`src/rtl/bcd_pkg.sv`:
```
// rtl/bcd_pkg.sv - shared BCD constants, FSM state type and digit check
package bcd_pkg;

  localparam int         DIGIT_W = 4;
  localparam logic [3:0] BCD_MAX = 4'd9;

  typedef enum logic [1:0] {IDLE, ADD, DONE} state_t;

  function automatic logic is_bcd(input logic [DIGIT_W-1:0] digit);
    return digit <= BCD_MAX;
  endfunction

endpackage

```
`src/rtl/bcdadder.sv`:
```
// rtl/bcdadder.sv - combinational 1-digit BCD adder with carry in/out
module bcdadder (
  input  logic [3:0] num1,
  input  logic [3:0] num2,
  input  logic       cin,
  output logic [3:0] out,
  output logic       cout
);

  logic [4:0] raw;
  logic [4:0] adj;

  // Binary sums above 9 are corrected by +6 to wrap into the next decade.
  always_comb begin
    raw = {1'b0, num1} + {1'b0, num2} + {4'b0000, cin};
    adj = raw + 5'd6;
    if (raw > 5'd9) begin
      out  = adj[3:0];
      cout = 1'b1;
    end else begin
      out  = raw[3:0];
      cout = 1'b0;
    end
  end

endmodule

```
`src/rtl/bcd_serial_adder.sv`:
```
// rtl/bcd_serial_adder.sv - digit-serial multi-digit BCD adder, LSD first
module bcd_serial_adder
  import bcd_pkg::*;
#(
  parameter int DIGITS = 4
) (
  input  logic                  clk,
  input  logic                  rst_n,
  input  logic                  start,
  input  logic [4*DIGITS-1:0]   a,
  input  logic [4*DIGITS-1:0]   b,
  input  logic                  cin,
  output logic                  busy,
  output logic                  done,
  output logic [4*DIGITS-1:0]   sum,
  output logic                  cout,
  output logic                  err
);

  localparam int W  = DIGIT_W * DIGITS;
  localparam int CW = $clog2(DIGITS) + 1;

  state_t          state;
  logic [W-1:0]    a_sh;
  logic [W-1:0]    b_sh;
  logic [W-1:0]    res_sh;
  logic [W+3:0]    res_ext;
  logic            carry;
  logic [CW-1:0]   cnt;
  logic            err_next;
  logic            err_in;
  logic [3:0]      add_out;
  logic            add_cout;

  bcdadder u_digit (
    .num1 (a_sh[3:0]),
    .num2 (b_sh[3:0]),
    .cin  (carry),
    .out  (add_out),
    .cout (add_cout)
  );

  // New digit enters at the top; after DIGITS shifts digit 0 sits at the bottom.
  assign res_ext = {add_out, res_sh};

  always_comb begin
    err_in = 1'b0;
    for (int i = 0; i < DIGITS; i++) begin
      if (!is_bcd(a[i*DIGIT_W +: DIGIT_W]) || !is_bcd(b[i*DIGIT_W +: DIGIT_W]))
        err_in = 1'b1;
    end
  end

  always_ff @(posedge clk) begin
    if (!rst_n) begin
      state    <= IDLE;
      busy     <= 1'b0;
      done     <= 1'b0;
      sum      <= '0;
      cout     <= 1'b0;
      err      <= 1'b0;
      a_sh     <= '0;
      b_sh     <= '0;
      res_sh   <= '0;
      carry    <= 1'b0;
      cnt      <= '0;
      err_next <= 1'b0;
    end else begin
      done <= 1'b0;
      case (state)
        IDLE: begin
          if (start) begin
            a_sh     <= a;
            b_sh     <= b;
            carry    <= cin;
            cnt      <= '0;
            err_next <= err_in;
            busy     <= 1'b1;
            state    <= ADD;
          end
        end
        ADD: begin
          res_sh <= res_ext[W+3:4];
          carry  <= add_cout;
          a_sh   <= a_sh >> DIGIT_W;
          b_sh   <= b_sh >> DIGIT_W;
          cnt    <= cnt + CW'(1);
          if (cnt == CW'(DIGITS - 1))
            state <= DONE;
        end
        DONE: begin
          done  <= 1'b1;
          sum   <= res_sh;
          cout  <= carry;
          err   <= err_next;
          busy  <= 1'b0;
          state <= IDLE;
        end
        default: state <= IDLE;
      endcase
    end
  end

endmodule

```
`config.mk`:
```
export PLATFORM = sky130hd
export DESIGN_NAME = bcd_serial_adder
export DESIGN_NICKNAME = d
export VERILOG_FILES = /design/src/rtl/bcd_pkg.sv /design/src/rtl/bcdadder.sv /design/src/rtl/bcd_serial_adder.sv
export SDC_FILE = /design/constraint.sdc
export NUM_CORES = 1
export LEC_CHECK = 0
export ABC_AREA = 1
export ABC_CLOCK_PERIOD_IN_PS = 2900
export BUFFER_PORTS_ARGS = -buffer_cell sky130_fd_sc_hd__buf_4
export CORE_MARGIN = 3
export CORE_UTILIZATION = 50
export CTS_CLUSTER_DIAMETER = 120
export DETAILED_ROUTE_END_ITERATION = 16
export PLACE_DENSITY = 0.83
export SLEW_MARGIN = 15
export SYNTH_ARGS = -nofsm -noshare
export SYNTH_HDL_FRONTEND = slang
export SYNTH_SLANG_ARGS = --single-unit
```
`constraint.sdc`:
```
create_clock -name clk -period 2.9 [get_ports clk]
set_input_delay 0.145 -clock clk [delete_from_list [all_inputs] [get_ports clk]]
set_output_delay 0.145 -clock clk [all_outputs]
set_load 0.03 [all_outputs]
```
After elaboration in Yosys (flattened, before gate mapping):

Cells that the tools add are included.

* add/sub/neg operators: 4
* multiply operators: 0
* divide/modulo/power cells: 0
* order comparisons: 9
* equality and inequality tests: 5
* shift-type cells: 0
* mux-type cells: 20
* bitwise gates (word level): 0
* reduce and logical (&&, ||, !) cells: 19

Operators by type and width (count)
* $pmux 16 s2: 2
* $le 4x4->1 const B: 8
* $mux 16: 2
* $logic_not 1->1: 8
* $mux 1: 8
* $reduce_and 2->1: 4
* $pmux 3 s2: 1
* $add 4x4->5: 1
* $add 5x1->5: 1
* $gt 5x4->1 const B: 1
* $add 4x3->4 const B: 1
* $logic_or 1x1->1: 4
* $mux 2: 2
* $mux 4: 1
* $ne 2x2->1 const B: 2
* $pmux 1 s2: 2
* $pmux 2 s2: 1
* $reduce_bool 2->1: 2
* $add 3x1->3 const B: 1
* $eq 3x2->1 const B: 1
* $mux 3: 1
* $eq 2x1->1 const B: 1
* $eq 2x2->1 const B: 1
* $logic_not 2->1: 1

* register bits: 75
* latch bits: 0
* bits in writable memories: 0
* ROM bits: 0
* bits of input ports: 36
* logic and storage cells: 69
* memories kept: 0

Longest topological paths before layout:

* depth after elaboration: 7
* mapped depth: 15
* mapped depth without buffers: 15

By module:

Synthesis repeated with hierarchy kept, for this count alone.

* cells, all modules: 426
* area total of the unflattened synthesis: 3279.4 um2

Modules (own cells, without submodules)
* bcd_serial_adder: instances 1, cells an instance 379, area an instance 2979.1 um2
* bcdadder: instances 1, cells an instance 47, area an instance 300.3 um2

Worst setup path after synthesis:

No wires, ideal clock.

* path type: reg-to-reg
* start point: register a_sh[0]
* end point: register res_sh[15]
* setup time: 0.132 ns
* arrival: 2.063 ns
* path slack: 0.705 ns
* stages on the path, launching flop included: 13
* buffers on the path: 0
* cells stage by stage: dfxtp_1 fa_1 fa_1 inv_1 ha_1 inv_1 a21oi_1 a21oi_2 nand2_2 nand2_4 nand2_1 nand2_1 a21oi_1

* cells in the longest elaborated chain, start to end: 4
* elaborated cells on any way between the ends: 5
* classes of those cells: add/sub: 3; order compare: 1; mux: 1

RTL lines
* start, declared: line bcd_serial_adder.sv:24 `logic [W-1:0] a_sh;`
* start signal, assigned: line bcd_serial_adder.sv:85 `a_sh <= a_sh >> DIGIT_W;`
* $add 4x4->5 *: line bcdadder.sv:15 `raw = {1'b0, num1} + {1'b0, num2} + {4'b0000, cin};`
* $add 5x1->5 *: line bcdadder.sv:15
* $add 4x3->4 or $gt 5x4->1 (tied branches): line bcdadder.sv:16, bcdadder.sv:17
* $mux 4 *: line bcdadder.sv:17 `if (raw > 5'd9) begin`
* end signal, assigned: line bcd_serial_adder.sv:83 `res_sh <= res_ext[W+3:4];`
* end, declared: line bcd_serial_adder.sv:26 `logic [W-1:0] res_sh;`

Every way passes the cells marked *; elsewhere a longest branch is shown, timed or not.
A chain may end at the register's enable or synchronous reset.

Worst setup path after layout:

* start point: register a_sh[0]
* end point: register res_sh[14]

Same word-level chain as after synthesis.

==> out/results.tsv <==
metric	value	unit
rsz0062_at_grt	no	
cp.required	3160	ps
pin_count	56	
vias	2930	
grt_overflow_total	0	
dpl.hpwl	5070	um
arrival	2710	ps
first_iter_violations	192	
cts.sinks	75	
tritoncts	yes	
rows	28	
clockRootBuffer	clkbuf_8	
switchingPower	0.762	mW
start_util	52.7	%
cts_buffers	9	
ys_ff_latch	75	
via_per_inst	5.43	
whs	41.6	ps
yosysTopAreaCell	dfxtp_1	
dieArea	7390	um^2
cp_max_fo	5	
status	finished, final reports clean	
synth_flop_cell	dfxtp_1	
power	2.45	mW
die_w	85.9	um
final_cells	540	
internal-power	1.69	mW
portBuffers	55	
yosysUniqueCellTypes	26	
die_height	85.9	um
finish.utilization	62.0	%
dpl_worst_slack	469	ps
hold_viol	0	
synth_area	3200	um^2
period_share	84.6	%
synth-edff-count	0	
grt_usage	22.0	%
slew_violations	0	
clkLatencyLatePin	360	ps
avgRoutedWirePerCell	14.1	um
syn_to_final_growth	17.6	%
multi_input_area	1450	um^2
switching_share	31.1	%
grt_pass1_vias	2854	
nNetsFinal	505	
clk_pin_slew	80	ps
dpl_cell_area	3560	um^2
route.detailed.drc	0	
ctsResizeCount	0	
antenna_cells	0	
dr.pass1.iters	4	
p_comb_share	19.7	%
cp-end-kind	flip-flop	
max_freq	407	MHz
layout_setup_ws	446	ps
yosys.area.top_type_share	47.0	%
hold_path_class	in2reg	
async_reset_ff_share	0	%
synth_most_common_cell	nand2_1	
dp_cells	524	
synthesis.nets	462	
core-area	6060	um^2
drive_gt1_share	19.1	%
pwr-share-clk	32.1	%
drt-total-wl	7640	um
ys_seq_area_share	47.0	%
fin_tns_setup	0	ps
fin_skew	8.72	ps
regArea	1500	um^2
htreeDepth	3	
synthTopCellsByCount	nand2_1 (84), dfxtp_1 (75), nor2_1 (67)	
setup_violations	0	
postRouteAntennaNets	0	
fin_area	3760	um^2
power_density	652	nW/um^2
yosysWarnings	0	
slew_headroom	64.2	%
crit_type	reg2reg	
syn_inst	417	
period_minus_slack	2450	ps
place_congestion	0.827	
start_kind	flip-flop	
peakVddDrop	314	uV
seqPwrFrac	48.2	%
leakage	1.69	nW
antenna_found_initial	0	
n_fill_cell	533	
cts_hold_buf	0	
cts_buffer_depth	2	
tightest_slew	537	ps
grt_pass1_wl	13000	um
drv_cap	0	
cts_setup_buffers	0	
synth_area_leaders	dfxtp_1 (47%), nand2_1 (9.9%), nor2_1 (7.9%)	
synth.avg_cell_area	7.66	um^2
grt_max_degree	62	
-- state kept, by name (all words and copies together) (netlist names) --
name and cells:
a_sh 16, b_sh 16, busy 1, carry 1
cnt 3, cout 1, done 1, err 1
err_next 1, res_sh 16, state 2, sum 16
-- logic make-up after synthesis --
group / Yosys count / share of synthesized area (%)
fa+ha+maj: 9 / 3.99
simple gates: 171 / 21.8
compound gates: 114 / 19.6
buf+inv: 48 / 7.60
flops: 75 / 47.0
-- cell type report --
class	instances	share of cell area (%)
clock buffers	9	3.30
clock inverters	7	1.83
inverters	24	2.60
multi-input cells	294	38.6
flip-flops and latches	75	40.0
well taps	75	2.50
repair buffers	56	11.2
-- final timing paths --
| check | start | end | slack, ps | depth (start not counted) |
|---|---|---|---|---|
| worst min register to register | b_sh[13] | b_sh[13] | 470 | 2 |
| worst max register to register | a_sh[0] | res_sh[14] | 450 | 12 |
| worst max-delay path | a_sh[0] | res_sh[14] | 450 | 12 |
| worst min-delay path | a[12] | a_sh[12] | 40 | 3 |
-- power by group through the flow --
stage                     logic (mW)  registers [mW]  clock network [mW]
after floorplan                0.372            1.19                   0
after global placement         0.450            1.20                   0
after detailed placement       0.477            1.20                   0
after CTS                      0.482            1.18               0.796
after global routing           0.551            1.19               0.838
final                          0.484            1.18               0.786
-- per-layer routing --
metal | global-route usage [%] | share of wire, % | vias up
met3 | 4.03 | 3.4 | 19
li1 | - | - | 1467
met1 | 27.9 | 44 | 1380
met4 | 12.1 | 3.1 | 0
met5 | 0 | 0 | -
met2 | 35.1 | 49 | 64
-- cell usage in the layout (no fill, tap or decap) --
| cell type | Yosys | final |
|---|---|---|
| nor2_1 | 67 | 67 |
| o32ai_2 | 1 | 1 |
| buf_4 | 0 | 56 |
| nand4_1 | 1 | 1 |
| nand3_1 | 10 | 10 |
| inv_2 | 4 | 4 |
| fa_1 | 2 | 2 |
| clkbuf_8 | 1 | 9 |
| a21oi_1 | 19 | 19 |
| nand2_4 | 3 | 3 |
| clkinv_4 | 0 | 1 |
| o21ai_1 | 25 | 25 |
| ha_1 | 7 | 7 |
| nand2_2 | 5 | 5 |
| dfxtp_1 | 75 | 75 |
| bufinv_16 | 0 | 1 |
| inv_1 | 19 | 19 |
| o31ai_2 | 1 | 1 |
| a21oi_2 | 1 | 1 |
| nand3_2 | 1 | 1 |
| inv_8 | 1 | 1 |
| o21ai_0 | 42 | 42 |
| clkinv_2 | 0 | 3 |
| a31oi_1 | 24 | 24 |
| a22oi_1 | 1 | 1 |
| clkinvlp_4 | 0 | 2 |
| nand2_1 | 84 | 84 |
-- critical path, stage by stage (launching register included) --
cell and delay [ps]:
dfxtp_1 330, fa_1 470, fa_1 560, inv_1 90
ha_1 210, a21oi_1 210, a21oi_2 60, nand2_2 100
nand2_4 80, nand2_2 60, nand3_1 60, nand2_1 80
inv_1 50
(Power assumes the default switching activity.)
